===== src/rtl/model_ntm_arbiter_pkg.sv =====
// Shared types and constants for the NTM vector-summation arbiter and its engine.
package model_ntm_arbiter_pkg;

  typedef enum logic [1:0] {
    IDLE_STATE   = 2'd0,
    START_STATE  = 2'd1,
    STREAM_STATE = 2'd2,
    REJECT_STATE = 2'd3
  } arbiter_state_t;

  typedef enum logic [1:0] {
    ENGINE_IDLE       = 2'd0,
    ENGINE_ACCUMULATE = 2'd1,
    ENGINE_OUTPUT     = 2'd2
  } engine_state_t;

  // Control fields are at most 64 bits wide; users slice these to CONTROL_SIZE.
  localparam logic [63:0] ZERO_CONTROL = 64'd0;
  localparam logic [63:0] ONE_CONTROL  = 64'd1;

  // Accumulator entries in the engine; vector SIZE must not exceed this.
  localparam int ENGINE_DEPTH = 16;

endpackage


===== src/rtl/model_vector_summation.sv =====
// Vector summation engine: sums LENGTH vectors of SIZE words element-wise,
// words arrive length-major, results stream out one element per cycle.
module model_vector_summation
  import model_ntm_arbiter_pkg::*;
#(
  parameter int DATA_SIZE    = 64,
  parameter int CONTROL_SIZE = 64
) (
  input  logic                    CLK,
  input  logic                    RST,
  input  logic                    START,
  output logic                    READY,
  input  logic                    DATA_IN_VECTOR_ENABLE,
  input  logic                    DATA_IN_SCALAR_ENABLE,
  output logic                    DATA_OUT_VECTOR_ENABLE,
  output logic                    DATA_OUT_SCALAR_ENABLE,
  input  logic [CONTROL_SIZE-1:0] SIZE_IN,
  input  logic [CONTROL_SIZE-1:0] LENGTH_IN,
  input  logic [DATA_SIZE-1:0]    DATA_IN,
  output logic [DATA_SIZE-1:0]    DATA_OUT
);

  localparam int ADDR_SIZE = $clog2(ENGINE_DEPTH);
  localparam logic [CONTROL_SIZE-1:0] ZERO = ZERO_CONTROL[CONTROL_SIZE-1:0];
  localparam logic [CONTROL_SIZE-1:0] ONE  = ONE_CONTROL[CONTROL_SIZE-1:0];

  engine_state_t state_reg, state_next;
  logic [CONTROL_SIZE-1:0] size_reg, size_next, length_reg, length_next;
  logic [CONTROL_SIZE-1:0] column_reg, column_next, row_reg, row_next;
  logic [CONTROL_SIZE-1:0] out_index_reg, out_index_next;
  logic [DATA_SIZE-1:0]    data_out_reg, data_out_next;
  logic                    ready_reg, ready_next;
  logic                    vector_out_reg, vector_out_next;
  logic                    scalar_out_reg, scalar_out_next;

  logic [DATA_SIZE-1:0]    acc_mem [ENGINE_DEPTH];

  logic [CONTROL_SIZE-1:0] eff_size, eff_length, eff_column, eff_row;
  logic                    accept, last_column, last_row;
  logic [ADDR_SIZE-1:0]    write_addr, read_addr;

  // A word strobed in the START cycle itself counts as the first element.
  assign eff_size   = (state_reg == ENGINE_IDLE) ? SIZE_IN   : size_reg;
  assign eff_length = (state_reg == ENGINE_IDLE) ? LENGTH_IN : length_reg;
  assign eff_column = (state_reg == ENGINE_IDLE) ? ZERO      : column_reg;
  assign eff_row    = (state_reg == ENGINE_IDLE) ? ZERO      : row_reg;

  assign accept = (DATA_IN_VECTOR_ENABLE | DATA_IN_SCALAR_ENABLE) &
                  ((state_reg == ENGINE_ACCUMULATE) | ((state_reg == ENGINE_IDLE) & START));
  assign last_column = (eff_column == eff_size - ONE);
  assign last_row    = (eff_row == eff_length - ONE);
  assign write_addr  = eff_column[ADDR_SIZE-1:0];
  assign read_addr   = out_index_reg[ADDR_SIZE-1:0];

  always_ff @(posedge CLK) begin
    if (accept) begin
      acc_mem[write_addr] <= (eff_row == ZERO) ? DATA_IN : acc_mem[write_addr] + DATA_IN;
    end
  end

  always_comb begin
    state_next      = state_reg;
    size_next       = size_reg;
    length_next     = length_reg;
    column_next     = column_reg;
    row_next        = row_reg;
    out_index_next  = out_index_reg;
    data_out_next   = data_out_reg;
    ready_next      = 1'b0;
    vector_out_next = 1'b0;
    scalar_out_next = 1'b0;
    case (state_reg)
      ENGINE_IDLE: begin
        if (START) begin
          state_next  = ENGINE_ACCUMULATE;
          size_next   = SIZE_IN;
          length_next = LENGTH_IN;
          column_next = ZERO;
          row_next    = ZERO;
        end
      end
      ENGINE_OUTPUT: begin
        data_out_next   = acc_mem[read_addr];
        scalar_out_next = 1'b1;
        if (out_index_reg == size_reg - ONE) begin
          vector_out_next = 1'b1;
          ready_next      = 1'b1;
          state_next      = ENGINE_IDLE;
        end else begin
          out_index_next = out_index_reg + ONE;
        end
      end
      default: ;
    endcase
    if (accept) begin
      if (last_column) begin
        column_next = ZERO;
        if (last_row) begin
          state_next     = ENGINE_OUTPUT;
          out_index_next = ZERO;
        end else begin
          row_next = eff_row + ONE;
        end
      end else begin
        column_next = eff_column + ONE;
        row_next    = eff_row;
      end
    end
  end

  always_ff @(posedge CLK or posedge RST) begin
    if (RST) begin
      state_reg      <= ENGINE_IDLE;
      size_reg       <= '0;
      length_reg     <= '0;
      column_reg     <= '0;
      row_reg        <= '0;
      out_index_reg  <= '0;
      data_out_reg   <= '0;
      ready_reg      <= 1'b0;
      vector_out_reg <= 1'b0;
      scalar_out_reg <= 1'b0;
    end else begin
      state_reg      <= state_next;
      size_reg       <= size_next;
      length_reg     <= length_next;
      column_reg     <= column_next;
      row_reg        <= row_next;
      out_index_reg  <= out_index_next;
      data_out_reg   <= data_out_next;
      ready_reg      <= ready_next;
      vector_out_reg <= vector_out_next;
      scalar_out_reg <= scalar_out_next;
    end
  end

  assign READY                  = ready_reg;
  assign DATA_OUT               = data_out_reg;
  assign DATA_OUT_VECTOR_ENABLE = vector_out_reg;
  assign DATA_OUT_SCALAR_ENABLE = scalar_out_reg;

endmodule


===== src/rtl/model_vector_summation_arbiter.sv =====
// Round-robin arbiter sharing one vector summation engine between several
// clients; zero-dimension requests are rejected without starting the engine.
module model_vector_summation_arbiter
  import model_ntm_arbiter_pkg::*;
#(
  parameter int DATA_SIZE    = 64,
  parameter int CONTROL_SIZE = 64,
  parameter int REQUESTERS   = 4,
  parameter int IDX_SIZE     = (REQUESTERS > 1) ? $clog2(REQUESTERS) : 1
) (
  input  logic                               CLK,
  input  logic                               RST,
  input  logic [REQUESTERS-1:0]              REQ,
  output logic [REQUESTERS-1:0]              GRANT,
  output logic [IDX_SIZE-1:0]                GRANT_INDEX,
  output logic                               BUSY,
  input  logic [REQUESTERS*CONTROL_SIZE-1:0] SIZE_IN,
  input  logic [REQUESTERS*CONTROL_SIZE-1:0] LENGTH_IN,
  input  logic [REQUESTERS*DATA_SIZE-1:0]    DATA_IN,
  input  logic [REQUESTERS-1:0]              DATA_IN_VECTOR_ENABLE,
  input  logic [REQUESTERS-1:0]              DATA_IN_SCALAR_ENABLE,
  output logic [REQUESTERS-1:0]              READY,
  output logic [REQUESTERS-1:0]              ERROR,
  output logic [REQUESTERS-1:0]              DATA_OUT_VECTOR_ENABLE,
  output logic [REQUESTERS-1:0]              DATA_OUT_SCALAR_ENABLE,
  output logic [DATA_SIZE-1:0]               DATA_OUT
);

  localparam logic [CONTROL_SIZE-1:0] ZERO = ZERO_CONTROL[CONTROL_SIZE-1:0];

  // First set request at or above the pointer, wrapping around.
  function automatic logic [IDX_SIZE-1:0] rr_pick(input logic [REQUESTERS-1:0] req,
                                                  input logic [IDX_SIZE-1:0]   ptr);
    logic                found;
    logic [IDX_SIZE-1:0] cand_index;
    int                  cand;
    rr_pick = '0;
    found   = 1'b0;
    for (int k = 0; k < REQUESTERS; k++) begin
      cand       = (int'(ptr) + k) % REQUESTERS;
      cand_index = IDX_SIZE'(cand);
      if (!found && req[cand_index]) begin
        found   = 1'b1;
        rr_pick = cand_index;
      end
    end
  endfunction

  arbiter_state_t          state_reg, state_next;
  logic [REQUESTERS-1:0]   grant_reg, grant_next;
  logic [IDX_SIZE-1:0]     grant_index_reg, grant_index_next;
  logic [IDX_SIZE-1:0]     rr_pointer_reg, rr_pointer_next;
  logic [IDX_SIZE-1:0]     pick, index_after;

  logic [CONTROL_SIZE-1:0] size_array   [REQUESTERS];
  logic [CONTROL_SIZE-1:0] length_array [REQUESTERS];
  logic [DATA_SIZE-1:0]    data_array   [REQUESTERS];

  logic                    engine_start, engine_ready;
  logic                    engine_vector_in, engine_scalar_in;
  logic                    engine_vector_out, engine_scalar_out;
  logic                    streaming, rejecting;

  generate
    for (genvar gi = 0; gi < REQUESTERS; gi++) begin : g_unpack
      assign size_array[gi]   = SIZE_IN[gi*CONTROL_SIZE +: CONTROL_SIZE];
      assign length_array[gi] = LENGTH_IN[gi*CONTROL_SIZE +: CONTROL_SIZE];
      assign data_array[gi]   = DATA_IN[gi*DATA_SIZE +: DATA_SIZE];
    end
  endgenerate

  assign pick        = rr_pick(REQ, rr_pointer_reg);
  assign index_after = (grant_index_reg == IDX_SIZE'(REQUESTERS - 1)) ? '0
                                                                      : grant_index_reg + 1'b1;

  always_comb begin
    state_next       = state_reg;
    grant_next       = grant_reg;
    grant_index_next = grant_index_reg;
    rr_pointer_next  = rr_pointer_reg;
    case (state_reg)
      IDLE_STATE: begin
        if (|REQ) begin
          grant_next       = '0;
          grant_next[pick] = 1'b1;
          grant_index_next = pick;
          if ((size_array[pick] == ZERO) || (length_array[pick] == ZERO)) begin
            state_next = REJECT_STATE;
          end else begin
            state_next = START_STATE;
          end
        end
      end
      START_STATE: state_next = STREAM_STATE;
      STREAM_STATE: begin
        if (engine_ready) begin
          state_next      = IDLE_STATE;
          grant_next      = '0;
          rr_pointer_next = index_after;
        end
      end
      REJECT_STATE: begin
        state_next      = IDLE_STATE;
        grant_next      = '0;
        rr_pointer_next = index_after;
      end
      default: state_next = IDLE_STATE;
    endcase
  end

  always_ff @(posedge CLK or posedge RST) begin
    if (RST) begin
      state_reg       <= IDLE_STATE;
      grant_reg       <= '0;
      grant_index_reg <= '0;
      rr_pointer_reg  <= '0;
    end else begin
      state_reg       <= state_next;
      grant_reg       <= grant_next;
      grant_index_reg <= grant_index_next;
      rr_pointer_reg  <= rr_pointer_next;
    end
  end

  assign streaming    = (state_reg == STREAM_STATE);
  assign rejecting    = (state_reg == REJECT_STATE);
  assign engine_start = (state_reg == START_STATE);

  // Only the granted client's strobes reach the engine.
  assign engine_vector_in = DATA_IN_VECTOR_ENABLE[grant_index_reg] & grant_reg[grant_index_reg];
  assign engine_scalar_in = DATA_IN_SCALAR_ENABLE[grant_index_reg] & grant_reg[grant_index_reg];

  model_vector_summation #(
    .DATA_SIZE    (DATA_SIZE),
    .CONTROL_SIZE (CONTROL_SIZE)
  ) engine (
    .CLK                    (CLK),
    .RST                    (RST),
    .START                  (engine_start),
    .READY                  (engine_ready),
    .DATA_IN_VECTOR_ENABLE  (engine_vector_in),
    .DATA_IN_SCALAR_ENABLE  (engine_scalar_in),
    .DATA_OUT_VECTOR_ENABLE (engine_vector_out),
    .DATA_OUT_SCALAR_ENABLE (engine_scalar_out),
    .SIZE_IN                (size_array[grant_index_reg]),
    .LENGTH_IN              (length_array[grant_index_reg]),
    .DATA_IN                (data_array[grant_index_reg]),
    .DATA_OUT               (DATA_OUT)
  );

  assign GRANT                  = grant_reg;
  assign GRANT_INDEX            = grant_index_reg;
  assign BUSY                   = (state_reg != IDLE_STATE);
  assign READY                  = ({REQUESTERS{engine_ready & streaming}} & grant_reg) |
                                  ({REQUESTERS{rejecting}} & grant_reg);
  assign ERROR                  = {REQUESTERS{rejecting}} & grant_reg;
  assign DATA_OUT_VECTOR_ENABLE = {REQUESTERS{engine_vector_out}} & grant_reg;
  assign DATA_OUT_SCALAR_ENABLE = {REQUESTERS{engine_scalar_out}} & grant_reg;

endmodule


===== config.mk =====
export PLATFORM = sky130hd
export DESIGN_NAME = model_vector_summation_arbiter
export DESIGN_NICKNAME = d
export VERILOG_FILES = /design/src/rtl/model_ntm_arbiter_pkg.sv /design/src/rtl/model_vector_summation.sv /design/src/rtl/model_vector_summation_arbiter.sv
export SDC_FILE = /design/constraint.sdc
export NUM_CORES = 2
export LEC_CHECK = 0
export BUFFER_PORTS_ARGS = -buffer_cell sky130_fd_sc_hd__buf_2
export CORE_MARGIN = 1.5
export CORE_UTILIZATION = 50
export DETAILED_ROUTE_END_ITERATION = 12
export GPL_TIMING_DRIVEN = 1
export PLACE_DENSITY = 0.69
export SLEW_MARGIN = 20
export SYNTH_ARGS = -nofsm -noshare
export SYNTH_HDL_FRONTEND = slang
export SYNTH_HIERARCHICAL = 1
export SYNTH_SLANG_ARGS = --single-unit

===== constraint.sdc =====
create_clock -name CLK -period 17.25 [get_ports CLK]
set_input_delay 4.3125 -clock CLK [delete_from_list [all_inputs] [get_ports CLK]]
set_output_delay 4.3125 -clock CLK [all_outputs]
set_load 0.1 [all_outputs]

# == Yosys cells after proc, flatten, opt, wreduce, memory -nomap -nowiden ==
# Memories as Yosys holds them, arrays and structs flattened. A register that Yosys moved wholly into a read port is not among the register bits.
# Index checks and enable logic that the tools add are counted.
# word_totals
out_inout_bits,87
inputBits,782
reg_bits,334
memories,1
word_cells,161
mem_bits_rw,1024
# op_classes
reduce_logical,25
eq_ne,11
n_bitwise,14
n_mux,78
add_sub_neg,11
n_lt_le_gt_ge,9
# memory_table
memory,depth,width,read_ports,rd_clocked_by_memory_dff,wr,line_no,text
engine.acc_mem,16,64,2,1,1,model_vector_summation.sv:36,logic [DATA_SIZE-1:0] acc_mem [ENGINE_DEPTH];
# ops
operator,n
2-to-1 mux 64 bit,29
binary-select mux 64 bit (select 2 bit),5
"adder 64 x 1 -> 64 bit, second input constant",3
equality test 64 bit,3
logical NOT 64 bit,3
"subtractor 64 x 1 -> 64 bit, second input constant",3
adder 64 bit,1
2-to-1 mux 2 bit,14
"< comparator 2 x 3 -> 1 bit, second input constant",6
AND 4 bit,4
2-to-1 mux 1 bit,16
binary-select mux 1 bit (select 2 bit),7
case mux 4 bit (3 select lines),1
AND reduction 2 bit,5
"equality test 2 bit, second input constant",4
2-to-1 mux 4 bit,2
case mux 2 bit (2 select lines),2
case mux 2 bit (4 select lines),1
nonzero test 2 bit,4
"greater-or-equal comparator 3 bit, second input constant",2
NOT 2 -> 3 bit,2
AND 1 bit,5
"adder 2 x 1 -> 2 bit, second input constant",2
"adder 2 bit, second input constant",2
other kinds (14),22

# == Longest topological paths before layout ==
# logic_depth
word_depth,21
mapped_depth,36
depth_no_buf,23

# == Modules after synthesis ==
# Netlist, hierarchy kept.
# by_module_without_submodules
mod,instances,cells_per_inst,area_per_inst_um2
model_vector_summation,1,7320,81276.7
model_vector_summation_arbiter,1,482,6307.3

# == Worst setup path before layout ==
# No wires, ideal clock.
# synth_path
path_type,input-to-reg
startpoint,input DATA_IN[193]
endpoint,memory engine.acc_mem[0][59] (data pin)
t_arrival_ns,8.527
cell_stages,15
slack_ns,8.432
required_time_ns,16.959
n_path_buf,0
cell_sequence,mux4_2 -> ha_1 -> a211o_1 -> a211oi_1 -> or4b_2 -> a211oi_1 -> a2111oi_0 -> nor2_1 -> a22o_1 -> a2111oi_0 -> nor2_1 -> a211oi_1 -> o21ai_0 -> xnor2_1 -> a21oi_1
# synth_via
elab_chain_cells,5
# synth_lines
element,line_no,text
"start, declared",model_vector_summation_arbiter.sv:19,"input logic [REQUESTERS*DATA_SIZE-1:0] DATA_IN,"
binary-select mux 64 bit (select 2 bit),model_vector_summation_arbiter.sv:147,".DATA_IN (data_array[grant_index_reg]),"
2-to-1 mux 64 bit (implied by the code) (2 in series),model_vector_summation_arbiter.sv:147,
adder 64 bit,model_vector_summation.sv:57,acc_mem[write_addr] <= (eff_row == ZERO) ? DATA_IN : acc_mem[write_addr] + DATA_IN;
2-to-1 mux 64 bit,model_vector_summation.sv:57,
"end, declared",model_vector_summation.sv:36,
# No other way between the ends. The select of a mux whose other input is x is not followed.

# == Worst setup path after layout ==
# layout_path
startpoint,register engine.state_reg[0]
endpoint,memory engine.acc_mem[4][59] (data pin)
# layout_via
elab_chain_cells,5
# layout_lines
element,line_no,text
"start, declared",model_vector_summation.sv:27,"engine_state_t state_reg, state_next;"
"start signal, assigned",model_vector_summation.sv:124,state_reg <= state_next;
logical NOT 2 bit *,"model_vector_summation.sv:45, model_vector_summation.sv:46",
2-to-1 mux 64 bit,model_vector_summation.sv:45,assign eff_column = (state_reg == ENGINE_IDLE) ? ZERO : column_reg;
memory (16 x 64 bit),-,
adder 64 bit,model_vector_summation.sv:57,
2-to-1 mux 64 bit *,model_vector_summation.sv:57,
# Every way passes the cells marked *; elsewhere a longest branch is shown, timed or not.

==> results.yml <==
clocking:
  hold_buffers: 0
  cts.htree.levels: 4
  cts_buffers: 158
  cts_tree: "yes"
  cts_resized: 0
  cts-root-buf: "clkbuf_16"
  clock_path_buffers: 3
  clkTransAtPathRegs_ps: 60
  worstSkewPairLatency_ps: 830
  cts_setup_buffers: 0
  clock_sinks: 1422
die:
  die_y_um: 422
  die-area_um2: 178000
  rows: 153
  io_pins: 869
  die_w_um: 422
  core_area_um2: 174000
  start_util_pct: 50.3
route:
  dr.pass1.iters: 6
  drtAntennaViolNets: 0
  routed_wire_length_per_instance_um: 31.5
  drcViolationCount: 0
  drt-vias-per-instance: 6.86
  num_vias: 74100
  drtIter0Drc: 8422
  totalWireLength_mm: 341
yosys:
  synth-edff-count: 1024
  ys_ff_latch: 1422
  netlist_area_um2: 87600
  synth_cell_type_count: 109
  ys_seq_area_share_pct: 46.5
  synth-async-reset-ratio_pct: 28.0
  synth.net_count: 8659
  yosysWarnings: 6
  synthCells: 7802
  ys.flop_type: "edfxtp_1"
  syn-mean-instance-area_um2: 11.2
critical_path:
  reg2reg_slack_ps: 6920
  rr_endpoint: "engine/acc_mem[4][59]"
  critPathArrivalTime_ps: 10800
  cp.required_ps: 17710
  startpoint_type: "flop"
  rr_worst_depth: 22
  worst_setup_path_end_kind: "flop"
  cp_max_fo: 70
  critical_path_class: "flop to flop"
  r2r_start: "engine/state_reg[0]"
global_routing:
  grt_pass1_vias: 71400
  use_met1_pct: 48.4
  grt_overflow: 0
  grt_max_degree: 144
  track_usage_pct: 37.4
  grt_pass1_wl_mm: 493
  top_usage_layer: "met2"
  grtUsageMet3_pct: 6.80
  use_met2_pct: 59.1
  antenna_found_initial: 23
finish:
  final_cells: 10800
  fill_cells: 14500
  fin_util_pct: 56.8
  largest_reg_flops: 1024
  regMostFlops: "engine/acc_mem"
  seqCellArea_um2: 40700
  nets: 9185
  drive_gt1_share_pct: 23.3
  multi_input_area_um2: 44300
  synthToLayoutAreaGrowth_pct: 12.9
worst_hold_path:
  hold_class: "flop to flop"
  whs_endpoint: "engine/DATA_OUT[10]"
  hold_path_depth: 2
  min_from: "engine/DATA_OUT[10]"
sta:
  fmax_mhz: 96.8
  whs_ps: 468
  hold_viol_final: 0
  min_period_ps: 10330
  timing.setup.tns_ps: 0
  fin_crit_sh_pct: 59.9
  relSlewSlack_pct: 20.2
  clock_skew_ps: 31.6
  worst_pin_slew_ps: 1200
  timing.final.max_slew_violations: 0
  rsz0062_at_grt: "no"
  finalSetupViolations: 0
placed_design:
  finalWeightedCongestion: 1.00
  portBuffers: 868
  placed_cells: 10500
  dp_hpwl_mm: 233
outcome:
  status: "completed"
job:
  cap_violations: 0
pwr:
  p_leak_nw: 34.5
  p_per_area_nw_per_um2: 110
  power_mw: 10.9
  peakVddDrop_v: 0.000112
[metrics by stage]
step	setup slack [ps]	area (µm²)
detailed placement	6420	93400
finish	6920	98900
global placement	6380	93300
global route	6350	98900
floorplan	2150	87600
CTS	6970	98800
[worst max path at each step]
stage / start / end / cells after the start
finish: engine/state_reg[0] / engine/acc_mem[4][59] / 22
CTS: engine/state_reg[0] / engine/acc_mem[4][59] / 22
detailed placement: DATA_IN[211] / engine/acc_mem[13][59] / 16
global placement: DATA_IN[212] / engine/acc_mem[14][59] / 15
floorplan: RST / engine/DATA_OUT[0] / 1
global route: engine/state_reg[0] / engine/acc_mem[2][59] / 22
[worst max-delay path: stages (launching register included)]
cell       delay [ps]
dfrtp_4           860
or2_4             620
nand2_1           280
inv_8             620
buf_4             730
mux2i_1           180
a221oi_1          320
nor3_1             90
a21oi_1           640
ha_1              380
a211o_1           280
a211oi_1          360
or4b_2            270
a211oi_1          170
a2111oi_1         750
nor2_1            320
a22o_1            340
a2111oi_0         620
nor2_1            110
a211oi_1          690
o21ai_0           250
xnor2_1           170
a21oi_1           790
[report_power, final]
part,internal [mW],leakage (nW),switching [mW]
clock,2.03,2.64,1.48
combinational,0.906,18.2,1.91
sequential,4.50,13.6,0.0820
[cell usage after synthesis, types with 41 or more instances]
master       n  share of area, %
buf_2       85              0.49
nor2b_1     53              0.38
a221oi_1    68              0.68
xor2_1     183               1.8
or4_1       48              0.41
xnor2_1    240               2.4
a21oi_1    426               2.4
nand4_1    124              0.89
nor3_1     253               1.4
mux4_2     515                13
a31oi_1    108              0.77
ha_1        74               1.1
and4_1      46              0.46
mux2i_1    322               3.7
o22a_1      57              0.57
and3_1      83              0.59
nand2_1    913               3.9
nand3_1    167              0.95
clkbuf_1   400               1.7
o21ai_0    252               1.4
o31ai_1     41              0.35
a21o_1      63              0.54
buf_1       81              0.35
a211oi_1    77              0.66
a221o_1     53              0.61
or3_1       70              0.50
nor4_1     271               1.9
inv_1       74              0.32
and2_1      66              0.47
nor2_1     567               2.4
dfrtp_1    398                11
mux2_2      73              0.94
o22ai_1     67              0.48
edfxtp_1  1024                35
[logic make-up (layout without fill, tap and decap cells)]
group,after synthesis,after routing,synth area share [%]
multiplexers,910,910,17.9
flip-flops,1422,1422,46.5
AND/OR/NAND/NOR,2809,2809,15.8
other,0,15,0
adder cells (fa/ha/maj),75,75,1.08
buffers and inverters,681,1343,3.30
XOR/XNOR,428,428,4.35
AO/OA/AOI/OAI,1477,1477,11.1
[metal layers]
| layer | up-vias | part of all wire [%] |
|---|---|---|
| met5 | - | 0.036 |
| met4 | 16 | 6.8 |
| met3 | 905 | 9.2 |
| met2 | 4637 | 46 |
| met1 | 37200 | 38 |
| li1 | 31300 | - |
[final cells by class]
class / instances / share of cell area, %
clock buffer: 216 / 4.56
tap: 2325 / 2.94
timing repair buffer: 971 / 5.29
clock inverter: 80 / 0.903
sequential: 1422 / 41.2
inverter: 76 / 0.311
multi-input combinational: 5699 / 44.8
antenna: 15 / 0.0379
[layout by cell type (no fill, tap or decap), types with 46 or more instances in the layout]
master	synthesis	layout
a211oi_1	77	77
a21o_1	63	63
a21oi_1	426	398
a221o_1	53	53
a221oi_1	68	68
a31oi_1	108	108
and2_1	66	49
and3_1	83	83
and4_1	46	46
buf_2	85	868
buf_4	15	94
clkbuf_16	0	160
dfrtp_1	398	388
edfxtp_1	1024	1024
ha_1	74	74
inv_1	74	71
mux2_2	73	73
mux2i_1	322	322
mux4_2	515	515
nand2_1	913	908
nand3_1	167	167
nand4_1	124	124
nor2_1	567	562
nor2b_1	53	53
nor3_1	253	253
nor4_1	271	267
o21ai_0	252	252
o22a_1	57	57
o22ai_1	67	67
or3_1	70	70
or4_1	48	48
xnor2_1	240	239
xor2_1	183	183
(Power assumes the default switching activity.)
